File: src/rtl/vmem_write_arbiter.sv
`timescale 1ns/1ps
// vmem_write_arbiter: round-robin share of the frame-memory write port between a CPU
// req/ack store path and a rectangle-fill engine. Define VMEM_FILL_ABORT_EN to add fill_abort_i.
module vmem_write_arbiter #(
  parameter int H_W    = 10,
  parameter int V_W    = 9,
  parameter int H_MAX  = 640,
  parameter int V_MAX  = 480,
  parameter int DATA_W = 24
) (
  input  logic              clk,
  input  logic              rst_n,
  input  logic              cpu_req_i,
  input  logic [H_W-1:0]    cpu_h_i,
  input  logic [V_W-1:0]    cpu_v_i,
  input  logic [DATA_W-1:0] cpu_data_i,
  output logic              cpu_ack_o,
  input  logic              fill_start_i,
  input  logic [H_W-1:0]    fill_h0_i,
  input  logic [V_W-1:0]    fill_v0_i,
  input  logic [H_W-1:0]    fill_h1_i,
  input  logic [V_W-1:0]    fill_v1_i,
  input  logic [DATA_W-1:0] fill_color_i,
`ifdef VMEM_FILL_ABORT_EN
  input  logic              fill_abort_i,
`endif
  output logic              fill_busy_o,
  output logic              fill_done_o,
  output logic              fill_err_o,
  output logic [H_W-1:0]    waddr_h_o,
  output logic [V_W-1:0]    waddr_v_o,
  output logic              we_o,
  output logic [DATA_W-1:0] vga_wdata_o
);
  typedef enum logic [1:0] {IDLE = 2'd0, RUN = 2'd1, DONE = 2'd2} state_e;
  typedef struct packed {
    logic [H_W-1:0]    h;
    logic [V_W-1:0]    v;
    logic [DATA_W-1:0] d;
  } wr_t;

  localparam logic [H_W:0] H_LIM = (H_W+1)'(H_MAX);
  localparam logic [V_W:0] V_LIM = (V_W+1)'(V_MAX);

  state_e            state_q, state_d;
  logic              rr_q, rr_d;  // 0: CPU wins the next contended cycle
  logic [H_W-1:0]    h0_q, h1_q, ch_q, ch_d;
  logic [V_W-1:0]    v1_q, cv_q, cv_d;
  logic [DATA_W-1:0] color_q;
  wr_t               wr_q, wr_d;
  logic              we_q, ack_q, err_q;
  logic              abort, accept, start_ok, last_px;
  logic              cpu_elig, fill_elig, gnt_cpu, gnt_fill;

`ifdef VMEM_FILL_ABORT_EN
  assign abort = fill_abort_i;
`else
  assign abort = 1'b0;
`endif

  assign start_ok = (fill_h0_i <= fill_h1_i) && ({1'b0, fill_h1_i} < H_LIM) &&
                    (fill_v0_i <= fill_v1_i) && ({1'b0, fill_v1_i} < V_LIM);
  assign accept   = (state_q == IDLE) && fill_start_i && start_ok;
  assign last_px  = (ch_q == h1_q) && (cv_q == v1_q);

  // A held CPU request is blocked while its ack is out, so it cannot issue twice.
  assign cpu_elig  = cpu_req_i && !ack_q;
  assign fill_elig = (state_q == RUN) && !abort;

  always_comb begin
    gnt_cpu  = cpu_elig;
    gnt_fill = fill_elig;
    rr_d     = rr_q;
    if (cpu_elig && fill_elig) begin
      gnt_cpu  = !rr_q;
      gnt_fill = rr_q;
      rr_d     = !rr_q;
    end
  end

  // Raster cursor: wrap to h0 on the right edge; v may step one past v1 on the last pixel.
  always_comb begin
    ch_d = ch_q;
    cv_d = cv_q;
    if (accept) begin
      ch_d = fill_h0_i;
      cv_d = fill_v0_i;
    end else if (gnt_fill) begin
      if (ch_q == h1_q) begin
        ch_d = h0_q;
        cv_d = cv_q + 1'b1;
      end else begin
        ch_d = ch_q + 1'b1;
      end
    end
  end

  always_comb begin
    wr_d = wr_q;
    if (gnt_cpu)       wr_d = '{h: cpu_h_i, v: cpu_v_i, d: cpu_data_i};
    else if (gnt_fill) wr_d = '{h: ch_q, v: cv_q, d: color_q};
  end

  always_ff @(posedge clk or negedge rst_n) begin
    if (!rst_n) begin
      rr_q    <= 1'b0;
      wr_q    <= '0;
      we_q    <= 1'b0;
      ack_q   <= 1'b0;
      err_q   <= 1'b0;
      h0_q    <= '0;
      h1_q    <= '0;
      v1_q    <= '0;
      color_q <= '0;
      ch_q    <= '0;
      cv_q    <= '0;
    end else begin
      rr_q  <= rr_d;
      wr_q  <= wr_d;
      we_q  <= gnt_cpu || gnt_fill;
      ack_q <= gnt_cpu;
      err_q <= (state_q == IDLE) && fill_start_i && !start_ok;
      ch_q  <= ch_d;
      cv_q  <= cv_d;
      if (accept) begin
        h0_q    <= fill_h0_i;
        h1_q    <= fill_h1_i;
        v1_q    <= fill_v1_i;
        color_q <= fill_color_i;
      end
    end
  end

  always_ff @(posedge clk or negedge rst_n) begin
    if (!rst_n) state_q <= IDLE;
    else        state_q <= state_d;
  end

  always_comb begin
    state_d = state_q;
    case (state_q)
      IDLE:    if (accept) state_d = RUN;
      RUN: begin
        if (abort)                    state_d = IDLE;
        else if (gnt_fill && last_px) state_d = DONE;
      end
      DONE:    state_d = IDLE;
      default: state_d = IDLE;
    endcase
  end

  always_comb begin
    fill_busy_o = (state_q == RUN);
    fill_done_o = (state_q == DONE);
    fill_err_o  = err_q;
    cpu_ack_o   = ack_q;
    we_o        = we_q;
    waddr_h_o   = wr_q.h;
    waddr_v_o   = wr_q.v;
    vga_wdata_o = wr_q.d;
  end
endmodule

File: config.mk
export PLATFORM = sky130hd
export DESIGN_NAME = vmem_write_arbiter
export DESIGN_NICKNAME = d
export VERILOG_FILES = /design/src/rtl/vmem_write_arbiter.sv
export SDC_FILE = /design/constraint.sdc
export NUM_CORES = 1
export LEC_CHECK = 0
export CAP_MARGIN = 5
export CORE_MARGIN = 8
export CORE_UTILIZATION = 40
export CTS_BUF_LIST = sky130_fd_sc_hd__clkbuf_4 sky130_fd_sc_hd__clkbuf_8
export CTS_CLUSTER_DIAMETER = 120
export DETAILED_ROUTE_END_ITERATION = 6
export GPL_TIMING_DRIVEN = 0
export PLACE_DENSITY = 0.78
export SYNTH_ARGS = -nofsm -noshare
export SYNTH_HDL_FRONTEND = slang
export SYNTH_SLANG_ARGS = --single-unit
export TNS_END_PERCENT = 50
File: constraint.sdc
create_clock -name clk -period 2.6 [get_ports clk]
set_input_delay 0.52 -clock clk [delete_from_list [all_inputs] [get_ports clk]]
set_output_delay 0.52 -clock clk [all_outputs]
set_load 0.03 [all_outputs]
==> results.md <==
| Item | This run | Unit |
|---|---|---|
| Area of the mapped netlist | 5970 | µm² |
| Max-cap violation count | 0 | - |
| Final antenna diode count | 0 | - |
| Arrival time reported for the critical path endpoint | 2870 | ps |
| Synthesis-to-layout area growth | 45.7 | % |
| Maximum clock frequency | 0.391 | GHz |
| Max Clock Skew | 12.6 | ps |
| CP Launch Type | input pin | - |
| Final critical-path share of the clock period | 98.3 | % |
| Hold violation count in the final report | 0 | - |
| Maximum root-to-sink buffer count | 2 | - |
| Total wire length after detailed routing | 19.0 | mm |
| Number of antenna violations at the first check in global routing | 0 | - |
| Hold Crit Class | input pin to flop | - |
| Total gr overflow | 0 | - |
| Time the worst path needs with I/O delays and setup | 2560 | ps |
| Unique cell type count in the Yosys netlist | 47 | - |
| Per-cell routed wire length | 19.9 | µm |
| Crit. End Element | flop | - |
| Clock slew at reported path FFs | 70 | ps |
| Sequential fraction of the synthesis area | 50.7 | % |
| Mean instance size in the synthesized netlist | 10.8 | µm² |
| CTS tree | done | - |
| CP peak stage delay | 340 | ps |
| Worst path top cell family by delay | compound AO/OA/AOI/OAI gates | - |
| Synthesis warning total | 0 | - |
| Leading post-synthesis cells by cell area | sky130_fd_sc_hd__dfrtp_1 51%, sky130_fd_sc_hd__mux2_2 7.7%, sky130_fd_sc_hd__ha_1 4.4%, sky130_fd_sc_hd__a222oi_1 4.0%, sky130_fd_sc_hd__inv_1 3.5% | - |
| Number of violations reported at the end of detailed-routing iteration 0 | 440 | - |
| Worst IR Drop VDD | 0.401 | mV |
| PwrDens | 1060 | nW/µm² |
| Buffers added on ports | 156 | - |
| Post-synth ARST share | 100 | % |
| Global-route wire length before repair | 30.6 | mm |
| Number of nets with antenna violations after detailed routing | 0 | - |
| Worst rel slew slack | 60.5 | % |
| Net total in the final layout | 891 | - |
| Routed vias/inst | 5.56 | - |
| Total of fill cells in the finished design | 1136 | - |
| Maximum number of pins on one net before global-route repair | 87 | - |
| Cell with the largest stage delay on the worst path | sky130_fd_sc_hd__o311ai_4 | - |
| CTS buffer count | 17 | - |
| Die boundary height | 138 | µm |
| Setup violations, final | 0 | - |
| Synth top area share | 50.7 | % |
| Initial standard-cell utilization of the core | 41.0 | % |
| Detailed placer's ending HPWL | 13.6 | mm |
| Maximum net fanout on the critical path | 6 | - |
| Worst setup slack after placement | -941 | ps |
| EDFF count, synth | 0 | - |
| Die outline width | 138 | µm |
| Number of primary I/O pins | 157 | - |
| Root Driver | sky130_fd_sc_hd__clkbuf_8 | - |
| Number of buffers and inverters on the critical path | 4 | - |
| Synthesized instance count | 555 | - |
| Required time worst endpoint | 2910 | ps |
| GPL Wtd Cong | 0.873 | - |
| TritonCTS Sinks | 121 | - |
| Overall fraction of global-route tracks in use | 19.9 | % |
| Leak Pwr | 3.83 | nW |
| Clock insertion delay at the later pin of the skew report | 430 | ps |
| Number of register bits inferred by synthesis | 121 | - |
| Share of layout cells above drive strength 1 | 20.3 | % |
| Residual DRC | 0 | - |
| Syn_nets | 685 | - |
| Dominant synthesized flop cell | sky130_fd_sc_hd__dfrtp_1 | - |
| Status | finished clean | - |
| Core Box Area | 14600 | µm² |
| Library cell with the largest summed area after synthesis | sky130_fd_sc_hd__dfrtp_1 | - |
| H-tree Lvls | 4 | - |
| Die outline area | 19100 | µm² |
| Total number of vias | 5322 | - |
| Final-report max-slew violation count | 0 | - |
| Smallest setup slack after layout | 43.1 | ps |
| Utilization after layout | 59.7 | % |
| Worst-Margin Slew | 585 | ps |
| CP cell instances | dlygate4sd2_1, ha_1, nand4_1, a211oi_4, a2111oi_4, o311ai_4, nor2_4, buf_12, buf_12, buf_12, mux2_4 | - |
| Site Rows | 44 | - |
| Number of global-route vias before repair | 5656 | - |
| CP dominant cell by count | sky130_fd_sc_hd__buf_12 | - |
| Crit Path Class | input pin to flop | - |
| First-pass DRT Iterations | 7 | - |
==> kinds of logic after synthesis <==
family | Yosys count | synth area share (%)
compound gates | 132 | 15.1
flops | 121 | 50.7
simple gates | 113 | 9.99
buf+inv | 89 | 6.20
mux | 52 | 9.72
xor+xnor | 27 | 3.96
fa+ha+maj | 21 | 4.40
==> metrics by stage <==
step	setup TNS, ps	hold slack [ps]	instances	power, W	instance area (µm²)
final	0	476	958	0.00919	8700
after global routing	-14.7	459	958	0.00974	8700
after CTS	0	493	958	0.00915	8680
after detailed placement	-56900	443	896	0.00738	7790
after global placement	-468140	461	895	0.00720	7770
after floorplan	0	224	555	0.00583	5970
==> area by class of cell <==
cell class,count,area (µm²),area share [%]
sequential,121,3030,34.8
multi-input combinational,345,2750,31.6
timing repair buffer,187,1860,21.4
clock buffer,26,345,3.97
tap,184,230,2.65
buffer,34,220,2.53
inverter,55,206,2.37
clock inverter,6,60.1,0.690
==> layout by cell type, fill, tap and decap left out, types with 24 or more instances in the layout <==
cell type                         netlist  final
sky130_fd_sc_hd__dfrtp_1              121    121
sky130_fd_sc_hd__inv_1                 55     45
sky130_fd_sc_hd__a21oi_1               25     24
sky130_fd_sc_hd__a222oi_1              24     24
sky130_fd_sc_hd__clkdlybuf4s50_1        0    129
sky130_fd_sc_hd__mux2_2                41     39
sky130_fd_sc_hd__buf_4                  1     26
sky130_fd_sc_hd__clkbuf_8               0     24
sky130_fd_sc_hd__o21ai_0               41     41
sky130_fd_sc_hd__nor2_1                43     43
==> synthesized netlist by cell type, types with 2 or more instances <==
library cell / number
sky130_fd_sc_hd__nand2b_1: 3
sky130_fd_sc_hd__o211ai_1: 3
sky130_fd_sc_hd__nor3_1: 13
sky130_fd_sc_hd__inv_1: 55
sky130_fd_sc_hd__a222oi_1: 24
sky130_fd_sc_hd__clkbuf_1: 21
sky130_fd_sc_hd__o21ai_1: 2
sky130_fd_sc_hd__nor2_1: 43
sky130_fd_sc_hd__mux2_2: 41
sky130_fd_sc_hd__and2_1: 4
sky130_fd_sc_hd__o22ai_1: 23
sky130_fd_sc_hd__nor4_4: 2
sky130_fd_sc_hd__nand4_1: 6
sky130_fd_sc_hd__buf_2: 8
sky130_fd_sc_hd__o21ai_0: 41
sky130_fd_sc_hd__dfrtp_1: 121
sky130_fd_sc_hd__nor4_1: 3
sky130_fd_sc_hd__xnor2_1: 12
sky130_fd_sc_hd__nor4_2: 2
sky130_fd_sc_hd__and4_1: 3
sky130_fd_sc_hd__buf_6: 3
sky130_fd_sc_hd__ha_1: 21
sky130_fd_sc_hd__a211oi_1: 2
sky130_fd_sc_hd__nor2b_1: 4
sky130_fd_sc_hd__a21oi_1: 25
sky130_fd_sc_hd__nand2_1: 16
sky130_fd_sc_hd__nand3_1: 7
sky130_fd_sc_hd__mux2i_1: 7
sky130_fd_sc_hd__xor2_1: 15
sky130_fd_sc_hd__a21o_1: 4
sky130_fd_sc_hd__a2bb2oi_1: 3
sky130_fd_sc_hd__mux2_1: 3
==> repair_timing <==
| action | CTS | global route |
|---|---|---|
| gates cloned | 3 | 0 |
| pin swaps | 7 | 8 |
| resized for setup | 68 | 16 |
| setup endpoints to repair | 74 | 48 |
| hold buffers | 1 | 0 |
| endpoints found under the hold margin | 35 | 0 |
| setup buffers | 27 | 0 |
==> sequential cells by signal, indices dropped and copies added, names as in the netlist, 2 cells and up <==
| signal | flops |
|---|---|
| ch_q | 10 |
| color_q | 24 |
| cv_q | 9 |
| h0_q | 10 |
| h1_q | 10 |
| state_q | 2 |
| v1_q | 9 |
| vga_wdata_o | 24 |
| waddr_h_o | 10 |
| waddr_v_o | 9 |
==> layer usage <==
| layer | GRT usage, % | up-vias | part of all wire [%] |
|---|---|---|---|
| met1 | 23.7 | 2632 | 41 |
| met4 | 8.92 | 0 | 3.6 |
| li1 | - | 2409 | - |
| met3 | 4.79 | 45 | 5.1 |
| met2 | 33.3 | 236 | 51 |
| met5 | 0 | - | 0 |
==> path summary, 6_finish.rpt <==
kind	cells past startpoint	start	to	slack (ps)
worst max-delay path	11	fill_h0_i[7]	h0_q[2]	40
worst min-delay path	2	fill_h0_i[3]	ch_q[3]	480
worst max register to register	7	ch_q[7]	cv_q[6]	240
worst min register to register	2	color_q[9]	vga_wdata_o[9]	490
max in group asynchronous	3	rst_n	color_q[23]	1280
min in group asynchronous	2	rst_n	fill_err_o	560
==> worst reg2reg max path, stage by stage (launching register included) <==
cell	delay [ps]
sky130_fd_sc_hd__dfrtp_1	360
sky130_fd_sc_hd__clkbuf_1	200
sky130_fd_sc_hd__xor2_1	220
sky130_fd_sc_hd__nor4_2	240
sky130_fd_sc_hd__nand4_2	320
sky130_fd_sc_hd__nor4_1	430
sky130_fd_sc_hd__xor2_1	170
sky130_fd_sc_hd__mux2_2	300
==> power by group <==
| group | switching (W) | total, W | internal [W] |
|---|---|---|---|
| combinational | 0.00220 | 0.00403 | 0.00182 |
| sequential | 0.000704 | 0.00349 | 0.00279 |
| clock | 0.000721 | 0.00167 | 0.000952 |
(Power assumes the default switching activity.)
